==> config.mk <==
export PLATFORM = sky130hd
export DESIGN_NAME = pc_fetch_ctrl
export DESIGN_NICKNAME = d
export VERILOG_FILES = /design/src/rtl/pc_pkg.sv /design/src/rtl/pc_incr.sv /design/src/rtl/pc_fetch_ctrl.sv
export SDC_FILE = /design/constraint.sdc
export NUM_CORES = 1
export LEC_CHECK = 0
export BUFFER_PORTS_ARGS = -buffer_cell sky130_fd_sc_hd__buf_2
export CELL_PAD_IN_SITES_DETAIL_PLACEMENT = 1
export CELL_PAD_IN_SITES_GLOBAL_PLACEMENT = 2
export CORE_ASPECT_RATIO = 1.2
export CORE_MARGIN = 2
export CORE_UTILIZATION = 29
export CTS_CLUSTER_DIAMETER = 50
export CTS_CLUSTER_SIZE = 14
export DETAILED_ROUTE_END_ITERATION = 7
export MAX_ROUTING_LAYER = met4
export PLACE_DENSITY = 0.87
export SLEW_MARGIN = 20
export SYNTH_ARGS = -nofsm -noshare
export SYNTH_HDL_FRONTEND = slang
export SYNTH_SLANG_ARGS = --single-unit
==> constraint.sdc <==
create_clock -name clk -period 2.1 [get_ports clk]
set_input_delay 0.42 -clock clk [delete_from_list [all_inputs] [get_ports clk]]
set_output_delay 0.42 -clock clk [all_outputs]
set_load 0.02 [all_outputs]
==> src/rtl/pc_pkg.sv <==
// Shared definitions for the PC fetch controller: FSM state encodings and
// parameter defaults.
package pc_pkg;

    typedef enum logic [1:0] {
        ST_IDLE   = 2'd0,
        ST_RUN    = 2'd1,
        ST_STALL  = 2'd2,
        ST_HALTED = 2'd3
    } fetch_state_t;

    localparam int          PC_W_DEFAULT     = 64;
    localparam logic [63:0] RESET_PC_DEFAULT = 64'd0;

endpackage

==> src/rtl/pc_incr.sv <==
// Combinational sequential-PC generator: PC + 1, wrapping modulo 2^PC_W.
module pc_incr #(
    parameter int PC_W = 64
) (
    input  logic [PC_W-1:0] pc,
    output logic [PC_W-1:0] pc_plus1
);

    localparam logic [PC_W-1:0] ONE = PC_W'(1);

    assign pc_plus1 = pc + ONE;

endmodule

==> src/rtl/pc_fetch_ctrl.sv <==
// Instruction-fetch PC controller: IDLE/RUN/STALL/HALTED FSM, the PC register
// driving a synchronous imem, and the pc_q/fetch_valid stage aligned to imem data.
module pc_fetch_ctrl
    import pc_pkg::*;
#(
    parameter int              PC_W     = PC_W_DEFAULT,
    parameter logic [PC_W-1:0] RESET_PC = PC_W'(RESET_PC_DEFAULT)
) (
    input  logic            clk,
    input  logic            rst_n,
    input  logic            en,
    input  logic            stall,
    input  logic            branch_taken,
    input  logic [PC_W-1:0] branch_target,
    input  logic            halt_req,
    output logic [PC_W-1:0] imem_addr,
    output logic            fetch_valid,
    output logic [PC_W-1:0] pc_q,
    output logic            flush,
    output logic [1:0]      state
);

    fetch_state_t    state_reg, state_next;
    logic [PC_W-1:0] pc_reg, pc_next;
    logic [PC_W-1:0] pc_q_reg, pc_q_next;
    logic            fetch_valid_reg, fetch_valid_next;
    logic            flush_next;
    logic [PC_W-1:0] pc_plus1;

    pc_incr #(
        .PC_W(PC_W)
    ) u_pc_incr (
        .pc      (pc_reg),
        .pc_plus1(pc_plus1)
    );

    always_ff @(posedge clk or negedge rst_n) begin
        if (!rst_n) begin
            state_reg       <= ST_IDLE;
            pc_reg          <= RESET_PC;
            pc_q_reg        <= RESET_PC;
            fetch_valid_reg <= 1'b0;
        end else begin
            state_reg       <= state_next;
            pc_reg          <= pc_next;
            pc_q_reg        <= pc_q_next;
            fetch_valid_reg <= fetch_valid_next;
        end
    end

    // Events resolved in priority order: halt, branch, stall, en=0, increment.
    always_comb begin
        state_next = state_reg;
        pc_next    = pc_reg;
        flush_next = 1'b0;
        case (state_reg)
            ST_IDLE: begin
                if (halt_req) begin
                    state_next = ST_HALTED;
                end else if (en) begin
                    state_next = ST_RUN;
                end
            end
            ST_RUN, ST_STALL: begin
                if (halt_req) begin
                    state_next = ST_HALTED;
                end else if (branch_taken) begin
                    state_next = ST_RUN;
                    pc_next    = branch_target;
                    flush_next = 1'b1;
                end else if (stall) begin
                    state_next = ST_STALL;
                end else if (!en) begin
                    state_next = ST_IDLE;
                end else begin
                    state_next = ST_RUN;
                    pc_next    = pc_plus1;
                end
            end
            ST_HALTED: begin
                state_next = ST_HALTED;
            end
            default: begin
                state_next = ST_IDLE;
            end
        endcase

        // Only a RUN cycle issues a real fetch; a redirect kills the wrong-path word.
        fetch_valid_next = (state_reg == ST_RUN) && !flush_next;
        pc_q_next        = (state_reg == ST_STALL) ? pc_q_reg : pc_reg;
    end

    assign imem_addr   = pc_reg;
    assign pc_q        = pc_q_reg;
    assign fetch_valid = fetch_valid_reg;
    assign flush       = flush_next;
    assign state       = state_reg;

endmodule

==> impl_results.md <==
- Synth Area in Adders: 1.071%
- First DRT Iteration DRCs: 346
- CTS max path bufs: 2
- Clk Latency, worst-skew pair: 430 ps
- Post-place setup slack: -72.56 ps
- CTS tree: built
- FFs w/ async S/R, synth: 100.0%
- Worst R2R Path Depth: 6
- Setup Skew: 12.40 ps
- RSZ-0062 raised after global routing: yes
- M1 wire length: 11,100 um
- Buf+Inv Stages, Crit Path: 0
- Syn avg cell area: 9.939 um2
- Status: finished, violations left
- DR top layer: met4
- CP arrival: 2440 ps
- Setup violators final: 3
- Fin. Hold Viols: 0
- Final #Nets: 1,085
- Area Overhead vs Synth: 44.63%
- Sequential share of the synthesized area: 46.79%
- Vias in the first global route: 7,430
- Commonest non-fill, non-tap cell in the layout: buf_2
- Critical Path Sink Type: flip-flop
- Yosys reg bits: 131
- Dpl hpwl: 19,790 um
- Post-synth top flop: dfrtp_1
- Worst setup startpoint: imem_addr[11]$_DFFE_PN0P_
- Warnings, synthesis: 0
- Cell repeated most along the worst path: or4_4
- Flop-to-flop setup slack: -20 ps
- Critical path launch point type: flip-flop
- Post-synth net total: 781
- Vias: 7,020
- Commonest cells after routing, fill and taps aside: buf_2 (199), buf_4 (115), dfrtp_1 (104)
- Initial antenna violation count: 1
- All-layer global routing usage: 21.41%
- Fin worst setup slack: -20.71 ps
- F_max: 471.5 MHz
- Simple-gate portion of the synthesized area: 20.66%
- Slew of the pin with the lowest slew margin: 645.5 ps
- Starting Density: 29.42%
- Total grt overflow: 0
- Final Max Tran Viols: 0
- Largest family of logic cells by synthesized area: simple AND/OR/NAND/NOR gates
- Port Buffer Count: 201
- Die Wd: 145.9 um
- EDFF count, synth: 0
- CP required: 2420 ps
- Final min period: 2121 ps
- CORE AREA: 23,820 um2
- Die Ht: 174.3 um
- Cell family with most CP delay: simple AND/OR/NAND/NOR gates
- Hold_ws: 212.7 ps
- Post-route ant nets: 0
- Synth Cell Area: 7007 um2
- First-pass GRT wire length: 41,540 um
- DR WL met2: 13,830 um
- Htree depth: 4
- Tcrit/Tclk final: 101.0%
- Cells after Synth: 705
- CP Class: flip-flop to flip-flop
- CP peak stage delay: 520 ps
- Worst path depth: 6
- Routed len/inst: 19.80 um
- Reg-to-reg endpoint: imem_addr[38]$_DFFE_PN0P_
- Slowest cell on crit path: or4_4
- Core Rows: 62
- Violated checks: negative setup slack
- Routed vias/inst: 5.227
- Total length of routed wires: 26,600 um
- Sink Count: 131
- Static leakage: 0.004721 uW
- IO Count: 202
- Total CTS buffers: 17
- Compound-Gate Fraction of Synth Area: 13.27%
- Drt drc: 0
- Maximum vdd drop: 0.6047 mV
- CP cell instances: nand4_4 -> or4_4 -> or4_4 -> nor3_2 -> mux2i_1 -> a21oi_1
- Synth cell types: 58
- Drt pass-1 iters: 4
- Die area: 25,430 um2
- Routed met3 length: 1186 um
- Slew margin rel.: 56.96%
- End of the critical path: imem_addr[38]$_DFFE_PN0P_
- Clock transition at path regs: 60 ps
- Critical register-to-register path startpoint: imem_addr[11]$_DFFE_PN0P_
- Max-Cap Viols: 0
- CP Max Fanout: 5
- Placer Congestion: 0.8912
- Pin count of the biggest net entering global routing: 55
- Clock Root Buffer: clkbuf_16
- Layout cell share with drive strength beyond 1: 50.29%
- Mux cell area share after synthesis: 14.34%
- Worst Hold Class: input pin to flip-flop
- XOR/XNOR Fraction of Synth Area: 0%
- Pwr Density: 1444 nW/um2
[cells in the mapped netlist (20+ instances only)]
cell,n,area (um2)
nand4_1,20,125.1
dfrtp_1,131,3278
nand3_1,40,200.2
mux2_2,67,754.5
o21ai_0,22,110.1
nor3_1,24,120.1
and3_1,20,125.1
o22ai_1,53,331.6
nand2_1,60,225.2
a21oi_1,51,255.2
mux2i_1,25,250.2
clkbuf_1,27,101.4
nor2_1,44,165.2
[layer usage]
layer,GRT usage (%),vias up
li1,-,3248
met1,25.50,3559
met2,36.44,181
met3,4.383,32
met4,6.577,0
met5,-,-
[cells by family after synthesis]
| kind of cell | count (synthesis) |
|---|---|
| buffers and inverters | 52 |
| AND/OR/NAND/NOR | 267 |
| AO/OA/AOI/OAI | 157 |
| adder cells (fa/ha/maj) | 6 |
| multiplexers | 92 |
| flip-flops | 131 |
[worst register-to-register path: stages, from the launching register on]
cell and delay (ps):
dfrtp_2 400, nand4_4 130, or4_4 510, or4_4 520, nor3_2 170, mux2i_1 200, a21oi_1 80
[metrics by stage]
| step | cells | util (%) | area, um2 | TNS (ps) | total power, uW |
|---|---|---|---|---|---|
| final | 1343 | 42.55 | 10130 | -45.82 | 14640 |
| after floorplan | 705 | - | 7093 | -403.0 | 8402 |
| after global placement | 1298 | 38.81 | 9243 | -5.413 | 11270 |
| after CTS | 1332 | 41.73 | 9938 | -62.06 | 14670 |
| after global routing | 1343 | 42.55 | 10130 | -643.4 | 15520 |
| after detailed placement | 1298 | 38.81 | 9243 | -129.5 | 11470 |
[worst min path at each step]
stage / from / end / depth (start not counted)
finish: branch_target[60] / imem_addr[60]$_DFFE_PN0P_ / 3
global route: branch_target[60] / imem_addr[60]$_DFFE_PN0P_ / 3
CTS: branch_target[60] / imem_addr[60]$_DFFE_PN0P_ / 3
detailed placement: rst_n / pc_q[26]$_DFFE_PN0P_ / 1
global placement: rst_n / pc_q[26]$_DFFE_PN0P_ / 1
floorplan: rst_n / fetch_valid$_DFF_PN0_ / 0
[area by class of cell]
| class | instances | area [um2] |
|---|---|---|
| Antenna cell | 1 | 2.502 |
| Clock buffer | 20 | 456.7 |
| Clock inverter | 12 | 132.6 |
| Fill cell | 2795 | 13680 |
| Inverter | 8 | 35.03 |
| Multi-Input combinational cell | 522 | 3689 |
| Sequential cell | 131 | 3312 |
| Tap cell | 320 | 400.4 |
| Timing Repair Buffer | 329 | 2106 |
[power by group]
part | switching, uW | internal, uW | leakage (uW) | total [uW]
Clock | 1200 | 1810 | 0.000282 | 3010
Sequential | 779 | 3520 | 0.00165 | 4290
Combinational | 4180 | 3140 | 0.00279 | 7330
[timing repair]
action	CTS	global route
setup buffers	1	10
pin swaps	1	8
hold buffers	1	0
resized for setup	20	26
endpoints found under the hold margin	18	0
setup endpoints to repair	12	34
Note: power is estimated with default switching activity, not from simulation.
